`src/rtl/fmt_pkg.sv`:
```
// rtl/fmt_pkg.sv - shared opcodes, format classes, FSM states and counter sizing
package fmt_pkg;

  localparam int NUM_FMT = 6;

  localparam logic [6:0] OP_REG    = 7'b0110011;
  localparam logic [6:0] OP_IMM    = 7'b0010011;
  localparam logic [6:0] OP_LOAD   = 7'b0000011;
  localparam logic [6:0] OP_JALR   = 7'b1100111;
  localparam logic [6:0] OP_STORE  = 7'b0100011;
  localparam logic [6:0] OP_LUI    = 7'b0110111;
  localparam logic [6:0] OP_AUIPC  = 7'b0010111;
  localparam logic [6:0] OP_BRANCH = 7'b1100011;
  localparam logic [6:0] OP_JAL    = 7'b1101111;

  // Class value doubles as the per-unit bit position on the issue/done buses.
  typedef enum logic [2:0] {
    FMT_R = 3'd0,
    FMT_I = 3'd1,
    FMT_S = 3'd2,
    FMT_U = 3'd3,
    FMT_B = 3'd4,
    FMT_J = 3'd5
  } fmt_e;

  typedef enum logic [1:0] {
    ST_IDLE  = 2'd0,
    ST_ISSUE = 2'd1,
    ST_WAIT  = 2'd2,
    ST_RESP  = 2'd3
  } state_e;

  // Counter must hold 0..timeout; keep at least one bit when the timeout is disabled.
  function automatic int cnt_width(input int timeout);
    return (timeout < 1) ? 1 : $clog2(timeout + 1);
  endfunction

endpackage

```
`src/rtl/fmt_decode.sv`:
```
// rtl/fmt_decode.sv - opcode to format class, legality and masked register fields
module fmt_decode
  import fmt_pkg::*;
(
  input  logic [31:0] instr,
  output fmt_e        fmt,
  output logic        legal,
  output logic [4:0]  rd,
  output logic [4:0]  rs1,
  output logic [4:0]  rs2
);

  // Function and immediate bits play no part in steering.
  logic unused_instr_bits;
  assign unused_instr_bits = ^{instr[31:25], instr[14:12]};

  // Classify the opcode and zero the register fields the format does not use.
  always_comb begin
    fmt   = FMT_R;
    legal = 1'b1;
    rd    = instr[11:7];
    rs1   = instr[19:15];
    rs2   = instr[24:20];
    case (instr[6:0])
      OP_REG: begin
        fmt = FMT_R;
      end
      OP_IMM, OP_LOAD, OP_JALR: begin
        fmt = FMT_I;
        rs2 = 5'd0;
      end
      OP_STORE: begin
        fmt = FMT_S;
        rd  = 5'd0;
      end
      OP_LUI, OP_AUIPC: begin
        fmt = FMT_U;
        rs1 = 5'd0;
        rs2 = 5'd0;
      end
      OP_BRANCH: begin
        fmt = FMT_B;
        rd  = 5'd0;
      end
      OP_JAL: begin
        fmt = FMT_J;
        rs1 = 5'd0;
        rs2 = 5'd0;
      end
      default: begin
        legal = 1'b0;
      end
    endcase
  end

endmodule

```
`src/rtl/format_dispatch_unit.sv`:
```
// rtl/format_dispatch_unit.sv - handshaked dispatch of one instruction to its format unit
module format_dispatch_unit
  import fmt_pkg::*;
#(
  parameter int XLEN    = 32,
  parameter int TIMEOUT = 16
) (
  input  logic                    CLK,
  input  logic                    RST_N,
  input  logic                    iVALID,
  output logic                    oREADY,
  input  logic [31:0]             iINSTR,
  input  logic [XLEN-1:0]         iALU_IN1,
  input  logic [XLEN-1:0]         iALU_IN2,
  output logic [4:0]              oRD,
  output logic [4:0]              oRS1,
  output logic [4:0]              oRS2,
  output logic [2:0]              oFMT,
  output logic [NUM_FMT-1:0]      oUNIT_VALID,
  input  logic [NUM_FMT-1:0]      iUNIT_READY,
  output logic [XLEN-1:0]         oUNIT_IN1,
  output logic [XLEN-1:0]         oUNIT_IN2,
  input  logic [NUM_FMT-1:0]      iUNIT_DONE,
  input  logic [NUM_FMT*XLEN-1:0] iUNIT_OUT,
  output logic [XLEN-1:0]         oALU_OUT,
  output logic                    oRESULT_VALID,
  input  logic                    iRESULT_READY,
  output logic                    oILLEGAL,
  output logic                    oTIMEOUT
);

  localparam int CW = cnt_width(TIMEOUT);
  // Counter value seen during the last cycle allowed in ISSUE+WAIT.
  localparam logic [CW-1:0] TO_LAST = CW'((TIMEOUT > 0) ? TIMEOUT - 1 : 0);

  state_e            state_q, state_d;
  fmt_e              fmt_q, fmt_d;
  logic [4:0]        rd_q, rd_d;
  logic [4:0]        rs1_q, rs1_d;
  logic [4:0]        rs2_q, rs2_d;
  logic [XLEN-1:0]   in1_q, in1_d;
  logic [XLEN-1:0]   in2_q, in2_d;
  logic [XLEN-1:0]   alu_q, alu_d;
  logic              illegal_q, illegal_d;
  logic              timeout_q, timeout_d;
  logic [CW-1:0]     cnt_q, cnt_d;

  fmt_e              dec_fmt;
  logic              dec_legal;
  logic [4:0]        dec_rd, dec_rs1, dec_rs2;

  logic [NUM_FMT-1:0] unit_sel;
  logic               sel_ready;
  logic               sel_done;
  logic [XLEN-1:0]    sel_out;
  logic               timeout_hit;
  logic               busy;

  fmt_decode u_decode (
    .instr (iINSTR),
    .fmt   (dec_fmt),
    .legal (dec_legal),
    .rd    (dec_rd),
    .rs1   (dec_rs1),
    .rs2   (dec_rs2)
  );

  // Only the latched class's unit is ever looked at; the others are don't-care.
  always_comb begin
    unit_sel  = NUM_FMT'(1) << fmt_q;
    sel_ready = |(iUNIT_READY & unit_sel);
    sel_done  = |(iUNIT_DONE & unit_sel);
    sel_out   = '0;
    for (int k = 0; k < NUM_FMT; k++) begin
      if (unit_sel[k]) begin
        sel_out = iUNIT_OUT[k*XLEN +: XLEN];
      end
    end
  end

  assign timeout_hit = (TIMEOUT > 0) && (cnt_q == TO_LAST);
  assign busy        = (state_q == ST_ISSUE) || (state_q == ST_WAIT);

  // Next-state, operand/field latching, timeout counting and result capture.
  always_comb begin
    state_d   = state_q;
    fmt_d     = fmt_q;
    rd_d      = rd_q;
    rs1_d     = rs1_q;
    rs2_d     = rs2_q;
    in1_d     = in1_q;
    in2_d     = in2_q;
    alu_d     = alu_q;
    illegal_d = illegal_q;
    timeout_d = timeout_q;
    cnt_d     = cnt_q;
    case (state_q)
      ST_IDLE: begin
        if (iVALID) begin
          fmt_d     = dec_fmt;
          rd_d      = dec_rd;
          rs1_d     = dec_rs1;
          rs2_d     = dec_rs2;
          in1_d     = iALU_IN1;
          in2_d     = iALU_IN2;
          alu_d     = '0;
          timeout_d = 1'b0;
          cnt_d     = '0;
          illegal_d = ~dec_legal;
          state_d   = dec_legal ? ST_ISSUE : ST_RESP;
        end
      end
      ST_ISSUE: begin
        cnt_d = cnt_q + CW'(1);
        if (timeout_hit) begin
          timeout_d = 1'b1;
          alu_d     = '0;
          state_d   = ST_RESP;
        end else if (sel_ready) begin
          state_d = ST_WAIT;
        end
      end
      ST_WAIT: begin
        cnt_d = cnt_q + CW'(1);
        // A result arriving on the final allowed cycle beats the timeout.
        if (sel_done) begin
          alu_d   = sel_out;
          state_d = ST_RESP;
        end else if (timeout_hit) begin
          timeout_d = 1'b1;
          alu_d     = '0;
          state_d   = ST_RESP;
        end
      end
      ST_RESP: begin
        if (iRESULT_READY) begin
          illegal_d = 1'b0;
          timeout_d = 1'b0;
          state_d   = ST_IDLE;
        end
      end
      default: begin
        state_d = ST_IDLE;
      end
    endcase
  end

  // State and latch registers; reset drops any in-flight transaction silently.
  always_ff @(posedge CLK) begin
    if (!RST_N) begin
      state_q   <= ST_IDLE;
      fmt_q     <= FMT_R;
      rd_q      <= '0;
      rs1_q     <= '0;
      rs2_q     <= '0;
      in1_q     <= '0;
      in2_q     <= '0;
      alu_q     <= '0;
      illegal_q <= 1'b0;
      timeout_q <= 1'b0;
      cnt_q     <= '0;
    end else begin
      state_q   <= state_d;
      fmt_q     <= fmt_d;
      rd_q      <= rd_d;
      rs1_q     <= rs1_d;
      rs2_q     <= rs2_d;
      in1_q     <= in1_d;
      in2_q     <= in2_d;
      alu_q     <= alu_d;
      illegal_q <= illegal_d;
      timeout_q <= timeout_d;
      cnt_q     <= cnt_d;
    end
  end

  // Outputs decoded from state so the issue strobe drops the cycle the FSM leaves ISSUE.
  always_comb begin
    oREADY        = (state_q == ST_IDLE);
    oRESULT_VALID = (state_q == ST_RESP);
    oUNIT_VALID   = (state_q == ST_ISSUE) ? unit_sel : '0;
    oUNIT_IN1     = busy ? in1_q : '0;
    oUNIT_IN2     = busy ? in2_q : '0;
    oALU_OUT      = alu_q;
    oRD           = rd_q;
    oRS1          = rs1_q;
    oRS2          = rs2_q;
    oFMT          = fmt_q;
    oILLEGAL      = illegal_q;
    oTIMEOUT      = timeout_q;
  end

endmodule

```
`config.mk`:
```
export PLATFORM = sky130hd
export DESIGN_NAME = format_dispatch_unit
export DESIGN_NICKNAME = d
export VERILOG_FILES = /design/src/rtl/fmt_pkg.sv /design/src/rtl/fmt_decode.sv /design/src/rtl/format_dispatch_unit.sv
export SDC_FILE = /design/constraint.sdc
export NUM_CORES = 1
export LEC_CHECK = 0
export ABC_AREA = 0
export CAP_MARGIN = 15
export CORE_AREA = 2 2 164 166
export DETAILED_ROUTE_END_ITERATION = 8
export DIE_AREA = 0 0 166 168
export GPL_TIMING_DRIVEN = 1
export PLACE_DENSITY = 0.73
export SYNTH_ARGS = -nofsm -noshare
export SYNTH_HDL_FRONTEND = slang
export SYNTH_SLANG_ARGS = --single-unit
```
`constraint.sdc`:
```
create_clock -name CLK -period 2.2 [get_ports CLK]
set_input_delay 0.44 -clock CLK [delete_from_list [all_inputs] [get_ports CLK]]
set_output_delay 0.44 -clock CLK [all_outputs]
set_load 0.01 [all_outputs]
```
* Word-level counts from Yosys, hierarchy flattened
Index checks and enable logic that the tools add are counted.
** Storage, ports and cells
- Bits in registers :: 123
- Bits of input ports :: 304
- Output and inout bits :: 124
- Logic and storage cells :: 89
** Cells by class
- Add/subtract/negate cells :: 1
- Equality and inequality tests :: 18
- Shifts and indexed selects :: 1
- Multiplexer cells :: 35
- Bitwise gates (word level) :: 3
- Reductions and logical operators :: 20
** Operator list (number)
- 2-to-1 mux 32 bit :: 11
- case mux 32 bit (3 select lines) :: 1
- == test 7 x 6 -> 1 bit (second input constant) :: 3
- == test 7 bit (second input constant) :: 3
- 2-to-1 mux 5 bit :: 4
- OR reduction 6 bit :: 3
- case mux 3 bit (5 select lines) :: 1
- == test 7 x 5 -> 1 bit (second input constant) :: 2
- 2-to-1 mux 2 bit :: 7
- AND 6 bit :: 2
- case mux 5 bit (2 select lines) :: 1
- OR reduction 9 bit :: 1
- case mux 2 bit (4 select lines) :: 1
- == test 7 x 2 -> 1 bit (second input constant) :: 1
- 2-to-1 mux 1 bit :: 6
- 2-to-1 mux 6 bit :: 1
- != test 3 bit (second input constant) :: 2
- AND reduction 2 bit :: 3
- AND reduction 3 bit :: 2
- OR reduction 2 bit :: 3
- OR reduction 3 bit :: 2
- << shifter 1 x 3 -> 6 bit (first input constant) :: 1
- adder 5 x 1 -> 5 bit (second input constant) :: 1
- == test 5 x 4 -> 1 bit (second input constant) :: 1
- other kinds (12) :: 15

* Logic depth before layout (Yosys ltp)
- Depth in word-level cells :: 9
- Gate-level depth with buffers :: 9
- Mapped depth without buffers :: 8

* Modules after synthesis
A second synthesis with hierarchy kept.
** Unflattened totals
- Cell total of the unflattened synthesis :: 928
- Area total of the unflattened synthesis :: 7129.3 um^2
** By module, submodules not included
- format_dispatch_unit :: times used 1, cells each 885, area each 6864.1 um^2
- fmt_decode :: times used 1, cells each 43, area each 265.3 um^2

* Least setup slack after synthesis
Ideal clock, no wire load.
- Kind :: register -> output
- Start point :: reg fmt_q[2] (netlist: oFMT[2])
- End point :: out oUNIT_VALID[4]
- Data arrival time :: 1547 ps
- Data required time :: 1760 ps
- Setup slack :: 213 ps
- Cell stages (with the launch flop) :: 6
- Path buffers :: 4
- Cells stage by stage :: dfxtp_1 -> clkbuf_1 -> clkbuf_1 -> buf_4 -> buf_2 -> nor3b_1
** On the way
- Longest elaborated chain between the ends :: 2
** RTL lines
- start: declaration :: RTL line format_dispatch_unit.sv:37 : fmt_e fmt_q, fmt_d;
- start signal: assignment :: RTL line format_dispatch_unit.sv:164 : fmt_q <= fmt_d;
- << shifter 1 x 3 -> 6 bit :: RTL line format_dispatch_unit.sv:70 : unit_sel = NUM_FMT'(1) << fmt_q;
- 2-to-1 mux 6 bit :: RTL line format_dispatch_unit.sv:181 : oUNIT_VALID = (state_q == ST_ISSUE) ? unit_sel : '0;
- end: declaration :: RTL line format_dispatch_unit.sv:19 : output logic [NUM_FMT-1:0] oUNIT_VALID,
No other way between the ends.

* Worst setup path after layout
- Start point :: reg state_q[0]
- End point :: out oUNIT_IN1[18]
** On the way
- Longest elaborated chain between the ends :: 3
- Elaborated cells between the ends (all ways) :: 4
- Classes of those cells :: eq/ne: 2; mux: 1; reduce/logical: 1
** RTL lines
- start: declaration :: RTL line format_dispatch_unit.sv:36 : state_e state_q, state_d;
- start signal: assignment :: RTL line format_dispatch_unit.sv:163 : state_q <= state_d;
- == test 2 x 1 -> 1 bit or == test 2 bit (tied branches) :: RTL line format_dispatch_unit.sv:82 : assign busy = (state_q == ST_ISSUE) || (state_q == ST_WAIT);
- logical OR 1 bit (*) :: RTL line format_dispatch_unit.sv:82
- 2-to-1 mux 32 bit (*) :: RTL line format_dispatch_unit.sv:182 : oUNIT_IN1 = busy ? in1_q : '0;
- end: declaration :: RTL line format_dispatch_unit.sv:21 : output logic [XLEN-1:0] oUNIT_IN1,
Every way passes the cells marked *; elsewhere a longest branch is shown, timed or not.

==> results_dict.tcl <==
set metrics [dict create \
    antenna_found_initial 3 \
    netlist_instances 934 \
    cts.reportedPaths.clkPinSlew_ns 0.07 \
    holdPathStages 2 \
    critical_path_arrival_ns 1.79 \
    grt_max_degree 73 \
    floorplan.die_area_sq_um 27890 \
    ys_top_cells_by_area "sky130_fd_sc_hd__dfxtp_1 33%, sky130_fd_sc_hd__nand2_1 8.2%, sky130_fd_sc_hd__and2_1 7.5%" \
    synth_common_cells "165 x sky130_fd_sc_hd__nand2_1, 123 x sky130_fd_sc_hd__dfxtp_1, 90 x sky130_fd_sc_hd__and2_1, 65 x sky130_fd_sc_hd__a21boi_0, 52 x sky130_fd_sc_hd__a21oi_1" \
    route.final.wire_length_mm 32.10 \
    grt_setup_unrepaired "true" \
    hold_end "in2_q[16]" \
    mappedNetlistNets 1245 \
    ys_seq_area_frac 0.3276 \
    top_level_ports 428 \
    grt-ovfl-total 0 \
    slew_viols_final 0 \
    worstSetupEndpointType "output pin" \
    most_common_cell_in_the_synthesized_netlist "sky130_fd_sc_hd__nand2_1" \
    setup_slack_ns -0.03162 \
    ant_nets 0 \
    ys.flop_type "sky130_fd_sc_hd__dfxtp_1" \
    internal_cell_power_mw 7.296 \
    power.sequential.fraction 0.237 \
    post_drt_via_cell_ratio 4.905 \
    ys_seq_elements 123 \
    timing.slew.headroom 0.5689 \
    cts_tree "yes" \
    crit_path_buffers_inverters 6 \
    place_worst_setup_slack_ns 0.005123 \
    max_freq_ghz 0.4481 \
    cts_hold_buffers 0 \
    grtUsageTotal 0.2175 \
    dr.first_iter.drc_count 480 \
    pwr_density_nw_per_um2 845.3 \
    detail_route.wl_per_cell_um 18.77 \
    max-vdd-ir-drop_mv 0.4765 \
    synthesis.area_per_instance_sq_um 8.047 \
    r2r_start "state_q[0]" \
    critPathRequiredTime_ns 1.76 \
    synth_edf_count 0 \
    fin_tns_setup_ns -0.2745 \
    cts_root_buffer "sky130_fd_sc_hd__clkbuf_16" \
    number_of_sinks_handled_by_clock_tree_synthesis 123 \
    hold_class "flip-flop to flip-flop" \
    initial_core_util 0.2852 \
    dr_total_vias 8387 \
    worst_path_dominant_cell_family "buffers and inverters" \
    timing.hold.worst.start "in2_q[16]" \
    mappedNetlistArea_sq_um 7516 \
    die_w_um 166 \
    power.switching_fraction 0.3558 \
    power_frac_comb 0.507 \
    remaining_drc_errors 0 \
    path_max_fanout 5 \
    worstMarginPinSlew_ns 0.6466 \
    rows 60 \
    setup_viol 10 \
    failing_checks "negative setup slack" \
    timing.critical_path.cells "inv_2, ha_4, buf_12, buf_12, buf_12, buf_16, and2_4, buf_6" \
    status "complete, but fails checks" \
    r2r_setup_slack_ns 0.07 \
    cts_made_buffers 17 \
    crit_path_max_incr_delay_ns 0.33 \
    cpMostUsedCell "sky130_fd_sc_hd__buf_12" \
    globalplace.congestion 0.8538 \
    worstSetupPathType "flip-flop to output pin" \
    drv_cap 0 \
    finalNetCount 1664 \
    dieHeight_um 168 \
    worst_clock_skew_ns 0.01235 \
    drt-pass1-iter-count 7 \
    ys_async_sr_fraction 0 \
    first_global_vias 8505 \
    proportion_of_power_drawn_by_the_clock_network 0.255 \
    post_route_cells_drive_above_1_share 0.1852 \
    netSwitchingPower_mw 4.030 \
    cts.htree.levels 4 \
    timing.final.crit_period_ns 2.232 \
    cts.path.max_buffers 2 \
    p_leak_nw 5.231 \
    first_pass_grt_wire_length_mm 48.18 \
    clock_latency_ns 0.42 \
    port_buffers 417 \
    yosysWarningCount 0 \
    endpoints_failing_hold 0 \
    area_delta_synth_final_pct 78.28 \
    netlist.area_leader.share 0.3276 \
    slowest_stage "sky130_fd_sc_hd__dfxtp_2" \
    critical_path.startpoint_type "flip-flop" \
    synth.largest_area_cell "sky130_fd_sc_hd__dfxtp_1" \
    fp.coreArea_sq_um 26350 \
    ys_types 58 \
    crit-reg2reg-capture "oALU_OUT[18]" \
    worst_r2r_path_depth 10 \
    dpl.hpwl_mm 22.08 \
    finalCritPeriodShare 1.014 \
]
## power groups by stage
stage                     combinational [mW]  clock, mW  sequential [mW]
final                                   5.75       2.89             2.69
after global routing                    6.21       3.06             2.72
after CTS                               5.55       2.99             2.68
after detailed placement                4.09          0             2.75
after global placement                  4.06          0             2.74
after floorplan                         2.09          0             2.72
## area by class of cell
class | count | area (sq um)
sequential | 123 | 2474
multi-input combinational | 709 | 4766
inverter | 16 | 60.06
tap | 341 | 426.7
fill | 2471 | 12950
timing repair buffer | 486 | 5080
clock inverter | 14 | 146.4
antenna | 3 | 7.507
clock buffer | 18 | 439.2
## layout by cell type (no fill, tap or decap), types with 41 or more instances in the layout
master / netlist / layout
sky130_fd_sc_hd__buf_6: 5 / 47
sky130_fd_sc_hd__a21oi_1: 52 / 51
sky130_fd_sc_hd__o21ai_0: 48 / 41
sky130_fd_sc_hd__a21boi_0: 65 / 65
sky130_fd_sc_hd__dfxtp_1: 123 / 118
sky130_fd_sc_hd__clkdlybuf4s50_1: 0 / 345
sky130_fd_sc_hd__nand2_1: 165 / 163
sky130_fd_sc_hd__and2_4: 0 / 48
sky130_fd_sc_hd__a22oi_1: 41 / 41
sky130_fd_sc_hd__and2_1: 90 / 41
## routing by layer
layer	vias up	GRT usage	share of wire	wire [um]
met2	321	0.3716	0.49	15750
met5	-	0	0	0
met1	3922	0.2603	0.41	13190
li1	4119	-	-	-
met3	25	0.06559	0.077	2482
met4	0	0.07448	0.021	675
## timing repair
action / in CTS / in global routing
gates cloned: 7 / 5
pin swaps: 22 / 17
setup endpoints to repair: 70 / 97
gates resized for setup: 335 / 72
setup buffers: 19 / 1
## worst reg2reg max path: cells and delay by family, from the launching register on
family                   cells  cell delay (ns)
flip-flops                   1             0.33
buffers and inverters        5             0.65
adder cells (fa/ha/maj)      1             0.25
AND/OR/NAND/NOR              1             0.07
AO/OA/AOI/OAI                3             0.71
## registers in the layout (all words and copies together), names as in the netlist, 3 cells and up
signal	count
in2_q	32
oRS1	5
oRS2	5
oRD	5
oFMT	3
cnt_q	5
in1_q	32
oALU_OUT	32
## logic make-up after synthesis
logic type | after synthesis | share of synthesized area
buffers and inverters | 102 | 0.06293
AND/OR/NAND/NOR | 357 | 0.2442
adder cells (fa/ha/maj) | 7 | 0.01165
AO/OA/AOI/OAI | 296 | 0.2710
multiplexers | 48 | 0.08141
flip-flops | 123 | 0.3276
XOR/XNOR | 1 | 0.001166
## through the flow
step,std cells,total power [mW],instance area (sq um),hold slack [ns],util
floorplan,934,4.806,7516,0.4388,-
global placement,1649,6.797,12210,0.4443,0.4635
detailed placement,1649,6.839,12210,0.4512,0.4635
CTS,1706,11.22,13100,0.4612,0.4972
global route,1710,12.00,13400,0.4856,0.5085
finish,1710,11.33,13400,0.4577,0.5085
## worst max path at each step
| stage | endpoint | startpoint | cells past startpoint | slack, ns |
|---|---|---|---|---|
| 2_1_floorplan | oUNIT_VALID[4] | oFMT[2] | 5 | 0.21 |
| 3_3_place_gp | oUNIT_IN2[27] | state_q[1] | 5 | 0.009 |
| 3_5_place_dp | oUNIT_IN2[27] | state_q[1] | 5 | 0.005 |
| 4_1_cts | oUNIT_IN2[1] | state_q[1] | 9 | -0.15 |
| 5_1_grt | oUNIT_IN1[18] | state_q[0] | 8 | -0.08 |
| 6_report | oUNIT_IN1[18] | state_q[0] | 8 | -0.03 |
Note: power is estimated with default switching activity, not from simulation.
